### config.mk
export PLATFORM = sky130hd
export DESIGN_NAME = arbitro_memoria_dados
export DESIGN_NICKNAME = d
export VERILOG_FILES = /design/src/rtl/memoria_pkg.sv /design/src/rtl/arbitro_rr2.sv /design/src/rtl/arbitro_memoria_dados.sv
export SDC_FILE = /design/constraint.sdc
export NUM_CORES = 1
export LEC_CHECK = 0
export BUFFER_PORTS_ARGS = -buffer_cell sky130_fd_sc_hd__clkbuf_2
export CAP_MARGIN = 0
export CORE_UTILIZATION = 45
export CTS_CLUSTER_DIAMETER = 60
export CTS_CLUSTER_SIZE = 25
export DETAILED_ROUTE_END_ITERATION = 10
export GPL_TIMING_DRIVEN = 1
export HOLD_SLACK_MARGIN = 0.15
export PLACE_DENSITY = 0.86
export SETUP_SLACK_MARGIN = 0.02
export SLEW_MARGIN = 40
export SYNTH_ARGS = -nofsm -noshare
export SYNTH_HDL_FRONTEND = slang
export SYNTH_SLANG_ARGS = --single-unit
### constraint.sdc
create_clock -name clock -period 1.6 [get_ports clock]
set_clock_uncertainty 0.05 [all_clocks]
set_input_delay 0.32 -clock clock [delete_from_list [all_inputs] [get_ports clock]]
set_output_delay 0.32 -clock clock [all_outputs]
set_load 0.005 [all_outputs]
### src/rtl/memoria_pkg.sv
// Shared types and width defaults for the data-memory arbiter.
package memoria_pkg;

    localparam int BITS_PALAVRA_PADRAO  = 16;
    localparam int BITS_ENDERECO_PADRAO = 16;

    typedef enum logic [1:0] {
        OCIOSO,
        EMITE,
        AGUARDA,
        CONCLUI
    } estado_t;

    typedef logic porta_t;

endpackage

### src/rtl/arbitro_rr2.sv
// Combinational two-way round-robin picker: on a tie the port not granted last wins.
module arbitro_rr2
    import memoria_pkg::*;
(
    input  logic req0,
    input  logic req1,
    input  logic ultimo,
    output logic valido,
    output logic vencedor
);

    porta_t escolha;

    always_comb begin
        escolha = 1'b0;
        if (req0 && req1) begin
            escolha = ~ultimo;
        end else if (req1) begin
            escolha = 1'b1;
        end
    end

    assign valido   = req0 | req1;
    assign vencedor = escolha;

endmodule

### src/rtl/arbitro_memoria_dados.sv
// Round-robin arbiter/sequencer giving two ports one-at-a-time access to the 16-bit data memory.
module arbitro_memoria_dados
    import memoria_pkg::*;
#(
    parameter int BITS_PALAVRA  = BITS_PALAVRA_PADRAO,
    parameter int BITS_ENDERECO = BITS_ENDERECO_PADRAO
)
(
    input  logic                     clock,
    input  logic                     reset,
    input  logic                     req0,
    input  logic                     we0,
    input  logic [BITS_ENDERECO-1:0] addr0,
    input  logic [BITS_PALAVRA-1:0]  wdata0,
    output logic                     ack0,
    output logic [BITS_PALAVRA-1:0]  rdata0,
    input  logic                     req1,
    input  logic                     we1,
    input  logic [BITS_ENDERECO-1:0] addr1,
    input  logic [BITS_PALAVRA-1:0]  wdata1,
    output logic                     ack1,
    output logic [BITS_PALAVRA-1:0]  rdata1,
    output logic                     mem_hab_escrita,
    output logic [BITS_ENDERECO-1:0] mem_endereco,
    output logic [BITS_PALAVRA-1:0]  mem_entrada,
    input  logic [BITS_PALAVRA-1:0]  mem_saida,
    output logic                     ocupado,
    output logic                     concedido
);

    estado_t estado, prox;
    porta_t  ultimo, lat_porta, vencedor;
    logic    lat_we, valido;

    arbitro_rr2 u_arbitro (
        .req0     (req0),
        .req1     (req1),
        .ultimo   (ultimo),
        .valido   (valido),
        .vencedor (vencedor)
    );

    always_ff @(posedge clock) begin
        if (!reset) begin
            estado <= OCIOSO;
        end else begin
            estado <= prox;
        end
    end

    always_comb begin
        prox = estado;
        case (estado)
            OCIOSO:  if (valido) prox = EMITE;
            EMITE:   prox = AGUARDA;
            AGUARDA: prox = CONCLUI;
            CONCLUI: prox = OCIOSO;
            default: prox = OCIOSO;
        endcase
    end

    // Requests are only looked at in OCIOSO; the latch alone drives the memory afterwards.
    always_ff @(posedge clock) begin
        if (!reset) begin
            ultimo       <= 1'b1;
            lat_porta    <= 1'b0;
            lat_we       <= 1'b0;
            mem_endereco <= '0;
            mem_entrada  <= '0;
        end else if (estado == OCIOSO && valido) begin
            ultimo       <= vencedor;
            lat_porta    <= vencedor;
            lat_we       <= vencedor ? we1 : we0;
            mem_endereco <= vencedor ? addr1 : addr0;
            mem_entrada  <= vencedor ? wdata1 : wdata0;
        end
    end

    always_ff @(posedge clock) begin
        if (!reset) begin
            rdata0 <= '0;
            rdata1 <= '0;
        end else if (estado == AGUARDA) begin
            if (lat_porta) begin
                rdata1 <= mem_saida;
            end else begin
                rdata0 <= mem_saida;
            end
        end
    end

    // Reset gates the write strobe and acks so an aborted access never reaches memory.
    always_comb begin
        mem_hab_escrita = reset && (estado == EMITE) && lat_we;
        ack0            = reset && (estado == CONCLUI) && !lat_porta;
        ack1            = reset && (estado == CONCLUI) && lat_porta;
        ocupado         = (estado != OCIOSO);
    end

    assign concedido = lat_porta;

endmodule

# Word level (Yosys, flattened, before mapping)
# Cells that the tools add are included.
[op_classes] n_eq_ne=4 mux=7 bitwise_logic=3 reduce_logical=12
[ops] cell="$mux W16" n=2
[ops] cell="$pmux W2 S4" n=1
[ops] cell="$logic_and A1 B1 Y1" n=7
[ops] cell="$eq A2 B2 Y1 const B" n=2
[ops] cell="$reduce_and A2 Y1" n=2
[ops] cell="$mux W1" n=3
[ops] cell="$eq A2 B1 Y1 const B" n=1
[ops] cell="$logic_not A2 Y1" n=1
[ops] cell="$mux W2" n=1
[ops] cell="$ne A2 B2 Y1 const B" n=1
[ops] cell="$not A1 Y1" n=2
[ops] cell="$reduce_bool A2 Y1" n=1
[ops] cell="$logic_not A1 Y1" n=1
[ops] cell="$or A1 B1 Y1" n=1
[totals] register_bits=69 in_bits=86 out_inout_bits=69 wordCells=34

# Depth between registers and ports, before layout
# Gate-level depths: netlist of the first run.
[depth] depth_word=3 mapped_depth=7 ltp_nobuf=5

# Hierarchy
# From an unflattened synthesis of the first run, not the netlist that was laid out.
[unflattened] hier_cells=320 hier_area_um2=2955.3
[modules_own_cells] mod="arbitro_memoria_dados" n_inst=1 cells_per_inst=318 area_per_inst_um2=2941.6 seq_area_each_um2=1381.3
[modules_own_cells] mod="arbitro_rr2" n_inst=1 cells_per_inst=2 area_per_inst_um2=13.8 seq_area_each_um2=0.0

# Least setup slack after synthesis of the first run
# Ideal clock, no wire load.
[synth_path] path_kind="register to register" startpoint="reg estado[0]" endpoint="reg rdata1[5]" setup_ns=0.076 arrival_ns=1.292 required_ns=1.474 slack_ns=0.183 stages_incl_launch_ff=7 path_buffers=1 synth_period_minus_slack_ns=1.417 cell_sequence="dfxtp_1 > inv_1 > ha_1 > nand2_1 > clkbuf_1 > nand2_1 > a21boi_0"
[synth_via] elab_chain_len=2
[synth_rtl] item="from (decl)" line_no="arbitro_memoria_dados.sv:31" text="estado_t estado, prox;"
[synth_rtl] item="from (signal assigned)" line_no="arbitro_memoria_dados.sv:47" text="estado <= prox;"
[synth_rtl] item="$eq A2 B2 Y1" line_no="arbitro_memoria_dados.sv:83" text="end else if (estado == AGUARDA) begin"
[synth_rtl] item="$reduce_and A2 Y1 (no line)"
[synth_rtl] item="to (signal assigned)" line_no="arbitro_memoria_dados.sv:85" text="rdata1 <= mem_saida;"
[synth_rtl] item="to (decl)" line_no="arbitro_memoria_dados.sv:22" text="output logic [BITS_PALAVRA-1:0] rdata1,"
# Every way passes these cells.
# A chain may end at the register's enable or synchronous reset.

# Worst setup path after layout of the first run
[layout_path] startpoint="reg estado[0]" endpoint="out ocupado"
[layout_via] elab_chain_len=1
[layout_rtl] item="$reduce_bool A2 Y1" line_no="arbitro_memoria_dados.sv:97" text="ocupado = (estado != OCIOSO);"
[layout_rtl] item="to (decl)" line_no="arbitro_memoria_dados.sv:27" text="output logic ocupado,"
# Every way passes these cells.

==> results of run 1 <==
-- where the power goes --
| part | internal, mW | switching (mW) |
|---|---|---|
| registers | 2.14 | 0.236 |
| logic | 1.04 | 1.24 |
| clock network | 1.20 | 0.698 |
| total | 4.39 | 2.17 |
-- logic make-up (layout without fill, tap and decap cells) --
group           count (synthesis)  after routing  share of synthesized area
compound gates                142            143                      0.287
simple gates                  109            109                      0.149
flops                          69             69                      0.477
buf+inv                        34            217                     0.0695
fa+ha+maj                       4              4                     0.0173
-- cells in the final DEF (no fill, tap or decap), drive strengths merged --
cell	n
ha	4
clkinvlp	1
or4	1
nand2b	1
o21ai	36
and3	3
nor2	1
buf	19
and2	1
o21a	2
nor3	1
nand2	99
a21oi	68
clkbuf	160
dfxtp	69
dlygate4sd3	28
bufinv	4
o31ai	1
a21boi	34
nor2b	2
inv	5
a22oi	1
a21bo	1
-- final timing paths --
| path | cells after the start | slack, ps | endpoint | from |
|---|---|---|---|---|
| hold reg to reg | 2 | 410 | rdata0[9] | rdata0[9] |
| setup / recovery | 5 | 2 | ocupado | estado[0] |
| hold / removal | 3 | 160 | mem_entrada[8] | wdata0[8] |
| setup reg to reg | 6 | 30 | estado[1] | estado[0] |
-- cell type report --
cell class / count / area share
tap: 75 / 0.0218
clock buffer: 9 / 0.0287
multi-input combinational: 256 / 0.313
sequential: 69 / 0.321
timing repair buffer: 198 / 0.278
inverter: 3 / 0.00319
clock inverter: 7 / 0.0337
-- flip-flops by register name, indices dropped and copies added, names as in the netlist --
register      flops
concedido         1
rdata1           16
mem_endereco     16
estado            2
lat_we            1
rdata0           16
mem_entrada      16
ultimo            1
-- timing repair --
item,CTS,global route
setup buffers,1,1
hold buffers,28,0
resized for setup,8,5
hold endpoints to repair,28,0
pin swaps,2,0
endpoints found under the setup margin,35,23
cloned,0,1
-- critical path, stage by stage, from the launching register on --
cell and delay, ps:
dfxtp_2 330, inv_1 80, buf_4 120, ha_4 200, inv_4 50, buf_6 110
-- per-stage QoR --
step | util | std cells
after global routing | 0.711 | 617
final | 0.711 | 617
after CTS | 0.706 | 615
after global placement | 0.609 | 570
after floorplan | - | 358
after detailed placement | 0.609 | 570
-- routing by layer --
| metal | wire [µm] | GRT usage | up-vias |
|---|---|---|---|
| met5 | 0 | 0 | - |
| li1 | - | - | 1570 |
| met1 | 3510 | 0.253 | 1491 |
| met4 | 153 | 0.107 | 0 |
| met2 | 4310 | 0.467 | 150 |
| met3 | 723 | 0.0725 | 18 |
==> qor.yml, run 1 <==
initial_utilization: 0.478
syn_area_um2: 2900
slew_headroom: 0.566
synth_flop_cell: "dfxtp_1"
multi_input_area_um2: 1350
syn_area_per_cell_um2: 8.09
grt_use_total: 0.249
synthDistinctLibCells: 30
die_y_um: 82.2
worst_setup_path_end_kind: "primary output"
placed_cell_area_um2: 3690
grt_start_max_net_pins: 39
yosysMostFrequentCell: "nand2_1"
mappedNetlistNets: 448
required_ps: 1230
ys_seq_area_frac: 0.477
core_um2: 6060
synth-seq-cells: 69
clock_latency_ps: 330
num_io_pins: 155
drive_gt1_frac: 0.371
fin_hold_ws_ps: 163
cts_sinks: 69
fin_ws_ps: 2.25
fin_nets: 627
antenna_found_initial: 0
regArea_um2: 1380
synth_area_leaders: "dfxtp_1, nand2_1, a21oi_1"
p_total_mw: 6.56
post-place-ws_ps: -68.7
final_area_um2: 4310
tritoncts: "built"
final_antenna_net_count: 0
p_per_area_nw_per_um2: 1520
cts.htree.levels: 3
finalHoldViolations: 0
async_flop_share: 0
portBuffers: 154
dr.first_iter.drc_count: 131
place_congestion: 0.700
vias: 3229
clk_pin_slew_ps: 80
grt_pass1_wl_um: 12900
setup_tns_ps: 0
die_area_um2: 6760
post-dp-hpwl_um: 5520
dr.pass1.iters: 4
num_rows: 28
cts_buffers: 9
cap_violations: 0
crit_path_start_kind: "flop"
yosys_warnings: 0
rsz0062_at_grt: "true"
syn-instance-count: 358
route.detailed.drc: 0
leakage_nw: 2.03
grt_overflow: 0
syn_to_final_growth_pct: 48.9
n_fill_cell: 466
criticalPathCategory: "reg2out"
fmax_mhz: 626
peakVddDrop_v: 0.000886
critPathMaxFanout: 8
yosysTopAreaCell: "dfxtp_1"
antenna_cells: 0
synth_edf_count: 0
vias_per_cell: 5.23
dieWidth_um: 82.2
setup_viol: 0
drt_wl_total_um: 8700
wl_per_cell_um: 14.1
outcome: "complete, no violations"
min_period_over_period: 0.999
grt_pass1_vias: 3046
tightest_slew_ps: 651
yosys-top-cells-count: "nand2_1, dfxtp_1, a21oi_1"
drv_slew: 0
crit_arrival_ps: 1230
clk_path_buf_depth: 2
ctsRootBufferMaster: "clkbuf_8"
synth.top_cell.area_share: 0.477
min_period_ps: 1600
hold_class: "in2reg"
Power figures use the tool's default switching activity.
==> run 2: changes to the inputs <==
PLACE_DENSITY = 0.85   (was 0.86)
==> run 2 against run 1 <==
Against the previous run:
- sequential power barely moved
- wire length is 2.1% higher
- global-route usage rose by 0.83 points
- non-clock buffer count is 4 lower
- worst hold slack worse by 6.4 ps
- via count is 0.77% higher
- first-iteration DRC count up 55%
- critical endpoint is now ack1
- largest cell class unchanged
- highest routed layer unchanged
==> qor.yml, run 2 (synthesis results as in run 1) <==
outcome: "complete, no violations"
clock_latency_ps: 340
portBuffers: 154
cts.htree.levels: 3
p_per_area_nw_per_um2: 1470
die_area_um2: 6760
critPathSlowestCell: "dfxtp_4"
setup_viol: 0
leakage_nw: 2.00
n_fill_cell: 469
tightest_slew_ps: 388
slew_headroom: 0.742
worst-path-buf-inv: 1
fmax_mhz: 646
place_congestion: 0.777
clk_pin_slew_ps: 70
finalHoldViolations: 0
antenna_found_initial: 0
fin_nets: 623
ctsRootBufferMaster: "clkbuf_8"
dr.first_iter.drc_count: 203
crit_path_start_kind: "flop"
num_rows: 28
route.detailed.drc: 0
fin_hold_ws_ps: 157
cp_top_family: "flip-flops"
clk_path_buf_depth: 2
vias_per_cell: 5.31
vias: 3254
cts_sinks: 69
crit_chain: "ha_1 > and3_1 > clkbuf_2"
min_period_ps: 1550
cts_buffers: 9
antenna_cells: 0
drt_wl_total_um: 8880
dr.pass1.iters: 5
fin_ws_ps: 52.0
worst_setup_path_end_kind: "primary output"
grt_use_total: 0.257
grt_start_max_net_pins: 38
dieWidth_um: 82.2
num_io_pins: 155
cap_violations: 0
syn_to_final_growth_pct: 46.4
layout_common_cells: "clkbuf_2, nand2_1, a21oi_1"
final_antenna_net_count: 0
hold_class: "in2reg"
grt_pass1_wl_um: 13100
grt_pass1_vias: 2850
drive_gt1_frac: 0.355
die_y_um: 82.2
final_common_cell: "clkbuf_2"
tritoncts: "built"
core_um2: 6060
initial_utilization: 0.478
critPathMaxFanout: 3
post-dp-hpwl_um: 5400
drv_slew: 0
max_stage_delay_ps: 360
crit_arrival_ps: 1180
required_ps: 1230
rsz0062_at_grt: "true"
min_period_over_period: 0.967
grt_overflow: 0
peakVddDrop_v: 0.000827
wl_per_cell_um: 14.5
post-place-ws_ps: -57.4
criticalPathCategory: "reg2out"
run 2: final timing paths:
| path | startpoint | cells after the start | slack (ps) | end |
|---|---|---|---|---|
| worst min register to register | rdata0[7] | 2 | 400 | rdata0[7] |
| worst min-delay path | wdata0[11] | 3 | 160 | mem_entrada[11] |
| worst max register to register | estado[0] | 5 | 140 | estado[1] |
| worst max-delay path | estado[1] | 3 | 50 | ack1 |
run 2: where the power goes:
| group | internal [mW] | total [mW] | switching, mW |
|---|---|---|---|
| Sequential | 2.15 | 2.41 | 0.256 |
| Clock | 0.958 | 1.59 | 0.635 |
| Combinational | 0.991 | 2.22 | 1.23 |
| Total | 4.10 | 6.22 | 2.12 |
run 2: routing by layer:
layer	GRT usage	vias to the layer above	routed length (µm)
li1	-	1554	-
met1	0.314	1484	3680
met2	0.424	202	4230
met3	0.0725	14	825
met4	0.102	0	145
met5	0	-	0
run 2: area by class of cell:
class,instances,area (µm²),area share
tap,75,93.8,0.0221
timing repair buffer,194,1170,0.277
clock inverter,4,70.1,0.0165
sequential,69,1390,0.327
inverter,3,16.3,0.00384
clock buffer,12,155,0.0366
multi-input combinational,256,1340,0.317
run 2: worst reg2reg max path, stage by stage, from the launching register on:
cell and delay, ps:
dfxtp_2 340, inv_1 120, ha_4 220, inv_4 40
or4_1 490, a21boi_1 120
run 2: repair_timing:
| item | in CTS | in global routing |
|---|---|---|
| hold endpoints to repair | 30 | 0 |
| pin swaps | 0 | 2 |
| gates cloned | 0 | 1 |
| gates resized for setup | 6 | 5 |
| setup endpoints to repair | 53 | 10 |
| hold buffers | 30 | 0 |
| buffers inserted | 1 | 1 |
run 2: metrics by stage:
stage	std cells	utilization	total power [mW]	area, µm²	TNS, ps
global route	613	0.700	6.61	4240	-47.8
CTS	611	0.694	6.12	4210	0
finish	613	0.700	6.22	4240	0
detailed placement	564	0.604	4.38	3660	-576
global placement	564	0.604	4.31	3660	0
floorplan	358	-	3.65	2900	0
==> run 3: changes to the inputs <==
HOLD_SLACK_MARGIN = 0.05   (was 0.15)
MAX_ROUTING_LAYER = met4   (was not set)
SLEW_MARGIN = 20   (was 40)
==> run 3 against run 2 <==
Against the previous run:
- first-iteration DRC count shrank 45%
- wire length is 13% lower
- clock power hardly changed
- total power decreased by 3.1%
- worst hold slack worse by 16 ps
- die area did not move
- setup slack lost 18 ps
- global-route usage fell by 2.0 points
- sequential share of layout area increased by 2.7 points
- via count fell by 7.8%
- maximum frequency down 1.1%
- critical endpoint is now mem_hab_escrita
- largest cell class unchanged
==> qor.yml, run 3 (synthesis results as in run 1) <==
cts_hold_buf: 0
p_clk_frac: 0.263
cts_sinks: 69
antenna_cells: 0
ctsRootBufferMaster: "clkbuf_8"
drv_slew: 0
final_antenna_net_count: 0
cts.htree.levels: 3
p_total_mw: 6.02
clock_latency_ps: 340
switching_share: 0.334
grt_use_total: 0.236
p_per_area_nw_per_um2: 1540
core_um2: 6060
fmax_mhz: 639
num_rows: 28
initial_utilization: 0.478
instances_no_fill: 581
finalHoldViolations: 0
internal_power_mw: 4.01
num_io_pins: 155
utilization: 0.646
clk_path_buf_depth: 2
die_y_um: 82.2
route.detailed.drc: 0
setup_tns_ps: 0
grt_overflow: 0
grt_pass1_vias: 2655
rsz0062_at_grt: "true"
antenna_found_initial: 0
regArea_um2: 1380
placed_cell_area_um2: 3660
critPathMaxFanout: 3
die_area_um2: 6760
power.share.sequential: 0.397
grt_pass1_wl_um: 11700
place_congestion: 0.787
leakage_nw: 1.86
dr.first_iter.drc_count: 112
cap_violations: 0
tritoncts: "built"
worst_setup_path_end_kind: "primary output"
min_period_ps: 1570
hold_class: "in2reg"
setup_viol: 0
final_common_cell: "clkbuf_2"
crit_path_start_kind: "flop"
dieWidth_um: 82.2
grt_start_max_net_pins: 38
drt_wl_total_um: 7700
post-dp-hpwl_um: 5400
min_period_over_period: 0.979
final_area_um2: 3920
fin_hold_ws_ps: 141
cts_buffers: 9
post-place-ws_ps: -57.4
fin_nets: 591
power.switching_mw: 2.01
tightest_slew_ps: 621
portBuffers: 154
multi_input_area_um2: 1330
crit_arrival_ps: 1200
outcome: "complete, no violations"
vias: 2999
dr.pass1.iters: 4
vias_per_cell: 5.16
dp_cells: 564
fin_ws_ps: 34.2
drive_gt1_frac: 0.377
required_ps: 1230
slew_headroom: 0.586
peakVddDrop_v: 0.000847
clk_pin_slew_ps: 70
comb_power_share: 0.340
criticalPathCategory: "reg2out"
layout_common_cells: "clkbuf_2, nand2_1, a21oi_1"
wl_per_cell_um: 13.2
syn_to_final_growth_pct: 35.2
n_fill_cell: 535
run 3: changes by cell type in the layout (fill, tap and decap cells not counted), sizes merged:
cell         before  now
o21a              2    1
buf              10    9
dlygate4sd3      30    0
run 3: power groups by stage:
| stage | Combinational, mW | Sequential (mW) | Clock (mW) |
|---|---|---|---|
| 5_1_grt | 2.30 | 2.44 | 1.69 |
| 2_1_floorplan | 1.24 | 2.41 | 0 |
| 3_3_place_gp | 1.92 | 2.39 | 0 |
| 6_report | 2.05 | 2.39 | 1.58 |
| 3_5_place_dp | 1.98 | 2.40 | 0 |
| 4_1_cts | 2.05 | 2.38 | 1.62 |
run 3: worst max-delay path: stages (launching register included):
cell,delay [ps]
dfxtp_2,340
inv_2,90
ha_2,160
and3_1,160
clkbuf_2,110
run 3: path summary, 6_finish.rpt:
| path | startpoint | end | slack, ps | cells past startpoint |
|---|---|---|---|---|
| max | estado[1] | mem_hab_escrita | 30 | 4 |
| min | addr0[9] | mem_endereco[9] | 140 | 3 |
| max reg2reg | estado[0] | mem_entrada[13] | 170 | 5 |
| min reg2reg | rdata0[7] | rdata0[7] | 400 | 2 |
run 3: routing by layer:
layer  GRT usage  wire [µm]  vias up
li1            -          -     1487
met1       0.263       3270     1362
met2       0.406       3670      138
met3      0.0593        632       12
met4      0.0895        124        0
met5           -          0        -
run 3: cell type report:
| type | count | area share |
|---|---|---|
| Multi-Input combinational cell | 255 | 0.340 |
| Sequential cell | 69 | 0.353 |
| Inverter | 3 | 0.00352 |
| Clock inverter | 4 | 0.0179 |
| Clock buffer | 12 | 0.0396 |
| Tap cell | 75 | 0.0240 |
| Timing Repair Buffer | 163 | 0.221 |
run 3: timing repair:
item | in CTS | in global routing
gates resized for setup | 6 | 4
endpoints found under the setup margin | 53 | 8
setup buffers | 1 | 0
